File: src/rtl/univ_shift_reg.sv
// Universal shift register: hold/shift/rotate/arith-shift/load/clear, single-cycle, gated by en.
// No backpressure; en=0 freezes all state, shift_cnt/wrap track shift-class operations.
module univ_shift_reg #(
  parameter int               WIDTH     = 8,
  parameter logic [WIDTH-1:0] RESET_VAL = {WIDTH{1'b0}},
  localparam int              CW        = $clog2(WIDTH)
) (
  input  logic             clk,
  input  logic             rst_n,
  input  logic             en,
  input  logic [2:0]       mode,
  input  logic [WIDTH-1:0] d,
  input  logic             sin,
  output logic [WIDTH-1:0] q,
  output logic             so,
  output logic [CW-1:0]    shift_cnt,
  output logic             wrap
);

  typedef enum logic [2:0] {
    M_HOLD  = 3'd0,
    M_SHL   = 3'd1,
    M_SHR   = 3'd2,
    M_ROL   = 3'd3,
    M_ROR   = 3'd4,
    M_ASR   = 3'd5,
    M_LOAD  = 3'd6,
    M_CLEAR = 3'd7
  } mode_e;

  localparam logic [CW-1:0] CNT_MAX = CW'(WIDTH - 1);

  mode_e            op;
  logic [WIDTH-1:0] q_nxt;
  logic             so_nxt;
  logic             shifting;
  logic             restart;

  assign op = mode_e'(mode);

  // mode is only decoded under en, so an undriven mode while disabled cannot disturb state
  always_comb begin
    q_nxt    = q;
    so_nxt   = so;
    shifting = 1'b0;
    restart  = 1'b0;
    if (en) begin
      case (op)
        M_SHL: begin
          q_nxt    = {q[WIDTH-2:0], sin};
          so_nxt   = q[WIDTH-1];
          shifting = 1'b1;
        end
        M_SHR: begin
          q_nxt    = {sin, q[WIDTH-1:1]};
          so_nxt   = q[0];
          shifting = 1'b1;
        end
        M_ROL: begin
          q_nxt    = {q[WIDTH-2:0], q[WIDTH-1]};
          so_nxt   = q[WIDTH-1];
          shifting = 1'b1;
        end
        M_ROR: begin
          q_nxt    = {q[0], q[WIDTH-1:1]};
          so_nxt   = q[0];
          shifting = 1'b1;
        end
        M_ASR: begin
          q_nxt    = {q[WIDTH-1], q[WIDTH-1:1]};
          so_nxt   = q[0];
          shifting = 1'b1;
        end
        M_LOAD: begin
          q_nxt   = d;
          restart = 1'b1;
        end
        M_CLEAR: begin
          q_nxt   = RESET_VAL;
          restart = 1'b1;
        end
        default: ;
      endcase
    end
  end

  always_ff @(posedge clk or negedge rst_n) begin
    if (!rst_n) begin
      q         <= RESET_VAL;
      so        <= 1'b0;
      shift_cnt <= '0;
      wrap      <= 1'b0;
    end else begin
      q    <= q_nxt;
      so   <= so_nxt;
      wrap <= 1'b0;
      if (restart) begin
        shift_cnt <= '0;
      end else if (shifting) begin
        // explicit compare so non-power-of-two widths still wrap at WIDTH-1
        if (shift_cnt == CNT_MAX) begin
          shift_cnt <= '0;
          wrap      <= 1'b1;
        end else begin
          shift_cnt <= shift_cnt + CW'(1);
        end
      end
    end
  end

endmodule

File: config.mk
export PLATFORM = sky130hd
export DESIGN_NAME = univ_shift_reg
export DESIGN_NICKNAME = d
export VERILOG_FILES = /design/src/rtl/univ_shift_reg.sv
export SDC_FILE = /design/constraint.sdc
export NUM_CORES = 1
export LEC_CHECK = 0
export CAP_MARGIN = 20
export CORE_MARGIN = 1.5
export CORE_UTILIZATION = 48
export CTS_CLUSTER_SIZE = 8
export DETAILED_ROUTE_END_ITERATION = 16
export HOLD_SLACK_MARGIN = 0.15
export PLACE_DENSITY = 0.83
export SLEW_MARGIN = 30
export SYNTH_ARGS = -nofsm -noshare
export SYNTH_HDL_FRONTEND = slang
export SYNTH_SLANG_ARGS = --single-unit
File: constraint.sdc
create_clock -name clk -period 3.3 [get_ports clk]
set_clock_uncertainty 0.1 [all_clocks]
set_input_delay 0.66 -clock clk [delete_from_list [all_inputs] [get_ports clk]]
set_output_delay 0.66 -clock clk [all_outputs]
set_load 0.05 [all_outputs]
## Yosys cells after proc, flatten, opt, wreduce, memory -nomap -nowiden

Index checks and enable logic that the tools add are counted.

| cells by class | value |
|---|---|
| add/sub/neg operators | 1 |
| equal/unequal tests | 8 |
| multiplexer cells | 12 |
| bitwise operators | 1 |
| reductions and logical operators | 11 |

Operator list:

| cell | number |
|---|---|
| one-hot mux 8 bit (7 select lines) | 1 |
| == test 3 bit, second input constant | 5 |
| two-way mux 3 bit | 3 |
| two-way mux 1 bit | 7 |
| nonzero test 7 bit | 1 |
| == test 3 x 2 -> 1 bit, second input constant | 2 |
| nonzero test 6 bit | 1 |
| OR reduction 5 bit | 1 |
| AND reduction 2 bit | 2 |
| nonzero test 2 bit | 2 |
| OR reduction 2 bit | 2 |
| adder 3 x 1 -> 3 bit, second input constant | 1 |
| == test 3 x 1 -> 1 bit, second input constant | 1 |
| AND reduction 3 bit | 1 |
| OR reduction 3 bit | 1 |
| one-hot mux 1 bit (2 select lines) | 1 |
| NOT 1 bit | 1 |

| storage, ports and cells | value |
|---|---|
| register bits | 13 |
| bits of input ports | 15 |
| output and inout port bits | 13 |
| word-level logic and storage cells | 38 |

## Logic depth before layout (Yosys ltp)

| logic depth | value |
|---|---|
| depth after elaboration | 6 |
| mapped depth | 6 |

## Worst setup path before layout

No wires, ideal clock.

| timing | value |
|---|---|
| kind | input to register |
| start point | input port mode[1] |
| end point | register q[2] |
| library setup time | 0.150 ns |
| arrival | 1.557 ns |
| data required time | 3.050 ns |
| setup slack | 1.493 ns |
| cell stages on the path | 6 |
| path through | buf_6 > or3_4 > and2_4 > buf_6 > nor2_1 > a41oi_1 |

| between the ends | value |
|---|---|
| word-level cells in the longest chain between the ends | 3 |
| elaborated cells on any way between the ends | 10 |
| classes of those cells | eq/ne: 7; mux: 1; reduce/logical: 2 |

Ends and longest elaborated chain:

| item | line | source |
|---|---|---|
| start: declaration | 11 | `input logic [2:0] mode,` |
| == test 3 bit (tied with other cells) | 48 | `case (op)` |
| nonzero test 7 bit (no line) | - |  |
| AND reduction 2 bit (no line) | - |  |
| end signal: assignment | 94 | `q <= q_nxt;` |
| end: declaration | 14 | `output logic [WIDTH-1:0] q,` |

Several ways; a longest one is shown, not always the timed one.
A chain may end at the register's enable or synchronous reset.

## Final worst setup path

| timing | value |
|---|---|
| start point | input port mode[2] |
| end point | register so |

| between the ends | value |
|---|---|
| word-level cells in the longest chain between the ends | 4 |
| elaborated cells on any way between the ends | 10 |
| classes of those cells | eq/ne: 5; mux: 1; reduce/logical: 4 |

Ends and longest elaborated chain:

| item | line | source |
|---|---|---|
| == test 3 bit (tied with other cells) | 48 |  |
| OR reduction 3 bit (no line) / OR reduction 2 bit (equally long branches) | - |  |
| nonzero test 2 bit (no line) | - |  |
| AND reduction 2 bit (no line) | - |  |
| end signal: assignment | 95 | `so <= so_nxt;` |
| end: declaration | 15 | `output logic so,` |

Several ways; a longest one is shown, not always the timed one.

==> results.cfg <==
[die]
die_x_microns = 45.4
fp.dieH_microns = 45.4
ios = 28
rows = 15
start_util = 0.504
coreArea_sq_mm = 0.00171
die_area_sq_mm = 0.00206

[cells_and_area]
area_growth_pct = 31.7
utilization = 0.664
finalNetCount = 127
fillers = 138
layout-drive-gt1-share = 0.119
antenna_cells = 0

[yosys]
ys_types = 36
synth_top_cell_area_share = 0.378
synth_nets = 102
synth_seq_area_share = 0.378
synthFlopType = dfrtp_1
synth_seq_cells = 13
syn_inst = 85
synthTopCellsByCount = dfrtp_1 (13), nand2_1 (8), nor2_1 (8), a31oi_1 (5), a41oi_1 (5)
yosysMostFrequentCell = dfrtp_1
netlist_area_sq_um = 861
syn_area_per_cell_sq_um = 10.1
yosys_warnings = 0
synth-edff-count = 0
synthArstFlopShare = 1.00
synth_area_leader_cell = dfrtp_1
synthTopCellsByArea = dfrtp_1 (38%), a41oi_1 (5.1%), buf_6 (3.9%)

[sta]
setup_slack_ps = 1000
hold_violations = 0
max_freq_mhz = 435
slew_headroom = 0.541
setup_tns_ps = 0
setup-violations-final = 0
rsz0062_at_grt = no
period_minus_slack_ps = 2300
finalHoldWorstSlack_ps = 437
min_period_over_period = 0.697
tightest_slew_ps = 686
maxSlewViolCount = 0

[grt]
grtUsageMet1 = 0.291
gr-usage-met3 = 0.0400
antenna_found_initial = 0
overflow = 0
met2_usage = 0.334
grt-busiest-layer = met2
grt_start_max_net_pins = 18
grt_pass1_vias = 681
grt_pass1_wl_microns = 3120
grt_use_total = 0.209

[route]
vias = 742
drtIter0Drc = 21
via_per_inst = 5.54
drtPass1Iterations = 4
wl_per_cell_microns = 13.7
wl_microns = 1840
drtAntennaViolNets = 0
drc_errors = 0

[clock_network]
cts_tree = yes
cts_buffer_depth = 2
path_clk_slew_ps = 80
post_cts_buffers = 0
cts.sinks = 13
cts-hold-fix-buffers = 0
htreeDepth = 1
clk_latency_ps = 270
cts_resized = 0
numCtsBuffers = 3
cts_root_buffer = clkbuf_4

[critical_path]
crit_fanout = 17
worstSetupStartpoint = mode[2]
end_kind = register
reg2reg_slack_ps = 1980
start_kind = primary input
critical_path_class = in -> reg
r2r_start = shift_cnt[0]$_DFFE_PN0P_
required_ps = 3340
worstPathArrival_ps = 2340

[placement]
port_buffers = 27
dpl.hpwl_microns = 1390
gp_congestion = 0.789
dp_slack_ps = 723

[power_and_ir_drop]
ir_drop_mv = 0.255
powerDensity_mw_per_mm2 = 548
p_leak_nw = 0.447

[flow_run]
maxCapViolCount = 0

[status]
status = completed

[min_path]
hp-class = reg -> reg
holdCritStartpoint = shift_cnt[1]$_DFFE_PN0P_
==> report_power, final <==
group,internal (mW),total [mW],switching [mW]
clock network,0.0467,0.0994,0.0527
logic,0.115,0.299,0.184
registers,0.192,0.223,0.0315
total,0.353,0.622,0.268
==> per-layer routing <==
| metal | routed length, microns | part of all wire |
|---|---|---|
| met2 | 898 | 0.49 |
| met3 | 81 | 0.044 |
| met4 | 13 | 0.0071 |
| met1 | 842 | 0.46 |
| met5 | 0 | 0 |
==> state kept, by name, indices dropped and copies added (netlist names) <==
register / cells
q: 8
shift_cnt: 3
so: 1
wrap: 1
==> area by class of cell <==
| type | count | area [sq um] | area share |
|---|---|---|---|
| multi-input cells | 63 | 473 | 0.417 |
| flip-flops and latches | 13 | 325 | 0.287 |
| well taps | 25 | 31.3 | 0.0276 |
| repair buffers | 27 | 270 | 0.238 |
| inverters | 2 | 7.51 | 0.00662 |
| clock buffers | 4 | 26.3 | 0.0232 |
==> logic make-up after synthesis <==
kind of cell	count (synthesis)	share of synthesized area
flip-flops	13	0.378
XOR/XNOR	1	0.0102
multiplexers	4	0.0625
adder cells (fa/ha/maj)	2	0.0291
AND/OR/NAND/NOR	32	0.237
AO/OA/AOI/OAI	24	0.211
buffers and inverters	9	0.0727
==> path summary, 6_finish.rpt <==
kind                                       endpoint  depth (start not counted)
min reg2reg                shift_cnt[1]$_DFFE_PN0P_                          1
max in group asynchronous            so$_DFFE_PN0P_                          1
max                                  so$_DFFE_PN0P_                          4
min in group asynchronous          q[4]$_DFFE_PN0P_                          1
min                        shift_cnt[1]$_DFFE_PN0P_                          1
max reg2reg                shift_cnt[2]$_DFFE_PN0P_                          3
==> through the flow <==
step           total power, mW  instance area [sq um]  instances
3_5_place_dp             0.526                   1110        130
4_1_cts                  0.626                   1130        134
2_1_floorplan            0.424                    861         85
3_3_place_gp             0.523                   1110        130
6_report                 0.622                   1130        134
5_1_grt                  0.654                   1130        134
==> critical path, cell delays in order <==
cell and delay (ps):
clkdlybuf4s50_1 910, mux2i_4 460, mux2i_1 220, a21oi_1 80
==> cell usage in the layout, fill, tap and decap left out <==
cell / count
mux2i_1: 2
xor2_1: 1
nand2b_4: 1
and2_2: 1
a22o_1: 3
dfrtp_1: 13
ha_1: 2
inv_1: 2
a31oi_1: 5
a211oi_1: 1
mux2i_4: 1
o21ai_0: 2
o31ai_2: 1
nor2_1: 8
nand3b_1: 4
a41oi_1: 5
nand3_1: 1
mux2_2: 1
nand2b_1: 1
o21ai_2: 1
a311oi_1: 1
nor2b_1: 1
a21oi_1: 3
or3_4: 1
nor3b_4: 1
clkbuf_1: 1
nor3_4: 1
nor3b_1: 1
and2_4: 1
a32oi_1: 2
clkbuf_4: 3
clkdlybuf4s50_1: 27
or2_1: 1
and2_1: 1
nand2_1: 8
(Power assumes the default switching activity.)
